[config.mk]
export PLATFORM = sky130hd
export DESIGN_NAME = memoria_instr_sinc
export DESIGN_NICKNAME = d
export VERILOG_FILES = /design/src/rtl/memoria_instr_sinc.sv
export SDC_FILE = /design/constraint.sdc
export NUM_CORES = 2
export LEC_CHECK = 0
export BUFFER_PORTS_ARGS = -buffer_cell sky130_fd_sc_hd__buf_2
export CAP_MARGIN = 20
export CORE_UTILIZATION = 45
export DETAILED_ROUTE_END_ITERATION = 10
export PLACE_DENSITY = 0.58
export SYNTH_ARGS = -nofsm -noshare
export SYNTH_HDL_FRONTEND = slang
export SYNTH_SLANG_ARGS = --single-unit
[constraint.sdc]
create_clock -name clk -period 5.8 [get_ports clk]
set_input_delay 0.87 -clock clk [delete_from_list [all_inputs] [get_ports clk]]
set_output_delay 0.87 -clock clk [all_outputs]
set_load 0.1 [all_outputs]
[src/rtl/memoria_instr_sinc.sv]
// Synchronous instruction memory: program-load port filled once after reset,
// then a read-only registered fetch port with request, stall and valid.
module memoria_instr_sinc #(
    parameter int ADDR_W = 6,
    parameter int DATA_W = 32,
    parameter logic [DATA_W-1:0] NOP = {DATA_W{1'b0}}
) (
    input  logic              clk,
    input  logic              rst,
    input  logic              prog_we,
    input  logic [DATA_W-1:0] prog_data,
    input  logic              prog_done,
    output logic [ADDR_W:0]   prog_count,
    output logic              running,
    input  logic              rd_req,
    input  logic [ADDR_W+1:0] rd_addr,
    input  logic              stall,
    output logic [DATA_W-1:0] instr,
    output logic              instr_valid,
    output logic              misalign
);

    localparam int DEPTH = 2**ADDR_W;
    localparam logic [ADDR_W:0] DEPTH_CNT = DEPTH[ADDR_W:0];

    typedef enum logic {
        ST_LOAD = 1'b0,
        ST_RUN  = 1'b1
    } state_t;

    state_t            state_r;
    state_t            state_s;
    logic [ADDR_W:0]   prog_count_r;
    logic [DATA_W-1:0] mem_r [DEPTH];
    logic [DATA_W-1:0] instr_r;
    logic              instr_valid_r;
    logic              misalign_r;

    logic              load_wr_s;
    logic              fetch_s;
    logic              hold_s;
    logic [ADDR_W-1:0] idx_s;
    logic              misalign_s;
    logic [DATA_W-1:0] fetch_word_s;

    // Next-state and load/fetch acceptance decode
    always_comb begin
        state_s   = state_r;
        load_wr_s = 1'b0;
        fetch_s   = 1'b0;
        hold_s    = 1'b1;
        case (state_r)
            ST_LOAD: begin
                if (prog_we && (prog_count_r < DEPTH_CNT)) begin
                    load_wr_s = 1'b1;
                end else begin
                    load_wr_s = 1'b0;
                end
                if (prog_done) begin
                    state_s = ST_RUN;
                end else begin
                    state_s = ST_LOAD;
                end
            end
            ST_RUN: begin
                state_s = ST_RUN;
                hold_s  = stall;
                if (rd_req && !stall) begin
                    fetch_s = 1'b1;
                end else begin
                    fetch_s = 1'b0;
                end
            end
            default: begin
                state_s = ST_LOAD;
            end
        endcase
    end

    // Fetch word selection; words at or beyond the load count read as NOP
    always_comb begin
        idx_s      = rd_addr[ADDR_W+1:2];
        misalign_s = |rd_addr[1:0];
        if (misalign_s || ({1'b0, idx_s} >= prog_count_r)) begin
            fetch_word_s = NOP;
        end else begin
            fetch_word_s = mem_r[idx_s];
        end
    end

    // FSM state and load pointer
    always_ff @(posedge clk or posedge rst) begin
        if (rst) begin
            state_r      <= ST_LOAD;
            prog_count_r <= {(ADDR_W+1){1'b0}};
        end else begin
            state_r <= state_s;
            if (load_wr_s) begin
                prog_count_r <= prog_count_r + {{ADDR_W{1'b0}}, 1'b1};
            end else begin
                prog_count_r <= prog_count_r;
            end
        end
    end

    // Storage array is deliberately left uncleared by reset; the count gates it
    always_ff @(posedge clk) begin
        if (load_wr_s) begin
            mem_r[prog_count_r[ADDR_W-1:0]] <= prog_data;
        end
    end

    // Registered fetch outputs
    always_ff @(posedge clk or posedge rst) begin
        if (rst) begin
            instr_r       <= NOP;
            instr_valid_r <= 1'b0;
            misalign_r    <= 1'b0;
        end else if (fetch_s) begin
            instr_r       <= fetch_word_s;
            instr_valid_r <= 1'b1;
            misalign_r    <= misalign_s;
        end else if (!hold_s) begin
            instr_r       <= instr_r;
            instr_valid_r <= 1'b0;
            misalign_r    <= 1'b0;
        end else begin
            instr_r       <= instr_r;
            instr_valid_r <= instr_valid_r;
            misalign_r    <= misalign_r;
        end
    end

    assign prog_count  = prog_count_r;
    assign running     = (state_r == ST_RUN);
    assign instr       = instr_r;
    assign instr_valid = instr_valid_r;
    assign misalign    = misalign_r;

endmodule

==> metrics.yaml <==
hold_buffers: 0
port_buffers: 87
synth_fa_ha_area_share_pct: 0.109
cp_data_required_time_ps: 6330
outcome: "completed"
critPathLaunchType: "flop"
yosys.area_share.simple_pct: 1.64
h-tree-depth: 4
synth-compound-area-share_pct: 1.87
ant_nets: 0
cts_setup_buffers: 0
crit_arrival_ps: 4400
yosysWarnings: 0
synth.avg_cell_area_sq_um: 22.9
drc: 0
clock_latency_ps: 850
switchingPower_uw: 6910
slew_headroom_pct: 25.9
cts_buffer_depth: 3
cts_tree: "built"
syn_to_final_growth_pct: 13.9
synthesis.nets: 3552
grt.overflow.total: 0
ys_top_cells_by_area: "edfxtp_1 (77%), mux4_2 (15%), mux2i_1 (1.7%)"
fin_crit_ps: 3870
synth_area_sq_um: 80200
power_uw: 31400
grt_max_degree: 68
leakagePower_uw: 0.0288
numCtsBuffers: 210
cts-root-buf: "clkbuf_16"
final_layout_size_suffix_gt1_share_pct: 29.6
seqPwrFrac_pct: 53.0
die_height_um: 424
place_congestion: 0.819
clock-sinks: 2090
grt_pass1_vias: 38600
synth_area_leader_cell: "edfxtp_1"
die_w_um: 424
final_cells: 6323
layout.nets: 3850
dp.final_hpwl_um: 126000
synth_cell_types: 55
routed_wl_um: 215000
power_frac_comb_pct: 5.3
netlist_instances: 3499
clk_pin_slew_ps: 60
p_sw_share_pct: 22.0
grt_busiest_layer: "met2"
cts-resized-gates: 0
antenna_found_initial: 14
hold_violations: 0
use_met1_pct: 34.9
rows: 154
end_kind: "flop"
worst_clock_skew_ps: 27.0
grt_usage_pct: 24.2
synthFlopType: "edfxtp_1"
synth.area.mux_share_pct: 16.9
met3_usage_pct: 5.24
min_period_over_period_pct: 66.8
grt_pass1_wl_um: 304000
ios: 88
start_util_pct: 45.4
first_pass_iters: 5
worstSetupPathType: "reg -> reg"
die_area_sq_um: 180000
fmaxAchievable_mhz: 258
cap_violations: 0
async_flop_share_pct: 2.01
clockPowerShare_pct: 41.7
synth.top_cell.area_share_pct: 76.6
vias: 38300
powerDensity_nw_per_um2: 343
synth_xor_area_share_pct: 0.0546
critPathMaxFanout: 19
use_met2_pct: 37.8
numPlacedInstances: 5923
wl_per_cell_um: 34.0
seq_area_frac_synth_pct: 78.0
synth_top_family_by_area: "multiplexers"
first_iter_violations: 4864
synth-seq-cells: 2090
vdd_drop_max_v: 0.000254
worst_pin_slew_ps: 1110
synth_edf_count: 2048
internal_power_uw: 24500
maxSlewViolCount: 0
finalSetupViolations: 0
min_path_type: "in -> reg"
setup_tns_ps: 0
rsz0062_at_grt: "no"
core_area_sq_um: 177000
via_per_inst: 6.05
==> layer usage <==
layer	share of wire (%)	vias up
met2	48	1582
met3	8.1	281
li1	-	15500
met5	0.025	-
met1	42	20900
met4	2.5	8
==> Yosys cell counts (4+ instances only) <==
master,count
o221ai_1,10
mux2i_1,133
edfxtp_1,2048
a22oi_1,37
nor2_1,80
ha_1,7
dfrtp_1,42
inv_1,8
a2111oi_0,9
buf_4,55
o22ai_1,17
o21ai_0,35
buf_6,14
nor2b_1,33
o21ai_1,5
clkbuf_1,36
xnor2_1,4
a32o_1,4
o211ai_1,11
mux2_2,25
nand3_1,40
buf_2,74
a31oi_1,10
o2111ai_1,4
a32oi_1,8
buf_1,7
a211oi_1,18
a221oi_1,4
nor3_1,7
nand2_1,106
and2_1,5
mux4_2,532
a21oi_1,28
nand2b_1,10
==> cell families after synthesis <==
logic type / count (synthesis)
muxes: 690
adders and majority gates: 7
buffers and inverters: 196
xor gates and xnor gates: 5
AOI/OAI and AO/OA: 218
and+or+nand+nor: 293
DFF: 2090
==> worst max-delay path, cell delays in order, from the launching register on <==
cell and delay [ps]:
dfrtp_1 440, nor3b_1 790, nor2b_1 350, nand3_1 810, nor2_4 860, buf_12 280
==> layout by cell type, fill, tap and decap left out, types with 7 or more instances in the layout <==
master / n
clkinv_2: 35
nor2_1: 20
a31oi_1: 10
clkbuf_16: 213
buf_2: 83
ha_1: 7
mux4_2: 532
o211ai_1: 11
clkinv_1: 47
nand3_1: 40
mux2i_1: 133
o221ai_1: 10
a32oi_1: 8
mux2_2: 25
buf_4: 154
a21oi_1: 28
a2111oi_0: 9
edfxtp_1: 2048
nand2_1: 106
nor2_4: 60
bufinv_16: 11
a211oi_1: 18
o21ai_0: 35
a22oi_1: 37
clkbuf_1: 68
nor2b_1: 32
dfrtp_1: 42
nand2b_1: 10
o22ai_1: 17
buf_12: 31
==> final cells by class <==
class	count	area (sq um)
clock inverters	106	933
clock buffers	286	5650
well taps	2340	2930
diodes	6	15.0
repair buffers	272	2250
multi-input cells	1213	17000
fillers	13700	85300
inverters	10	38.8
flip-flops and latches	2090	62600
==> worst paths after layout <==
kind,to,slack [ps],cells past startpoint,from
worst max register to register,mem_r[62][18]$_DFFE_PP_,1930,5,prog_count[6]$_DFFE_PP0P_
worst max-delay path,mem_r[62][18]$_DFFE_PP_,1930,5,prog_count[6]$_DFFE_PP0P_
min in group asynchronous,instr[3]$_DFFE_PP0P_,260,3,rst
worst min-delay path,running$_DFF_PP0_,220,2,prog_done
worst min register to register,instr_valid$_DFFE_PP0P_,490,2,instr_valid$_DFFE_PP0P_
max in group asynchronous,instr[26]$_DFFE_PP0P_,4980,3,rst
==> metrics by stage <==
stage / area, sq um / setup slack (ps) / hold slack, ps / utilization [%]
6_report: 91400 / 1930 / 223 / 51.7
2_1_floorplan: 80200 / 1120 / 750 / -
3_5_place_dp: 84800 / 1490 / 470 / 48.0
3_3_place_gp: 84700 / 1490 / 467 / 47.9
5_1_grt: 91400 / 1760 / 192 / 51.7
4_1_cts: 91400 / 1950 / 172 / 51.7
==> power groups by stage <==
stage                     clock, uW  sequential (uW)  combinational, uW
after floorplan                   0            17100                787
after global placement            0            17000               1650
after detailed placement          0            17000               1670
after CTS                     13300            16600               1670
after global routing          13800            16600               1750
final                         13100            16600               1660
==> state kept, by name, indices dropped and copies added, names as in the netlist <==
register,cells
prog_count,7
misalign,1
mem_r,2048
instr_valid,1
instr,32
running,1
Power figures use the tool's default switching activity.
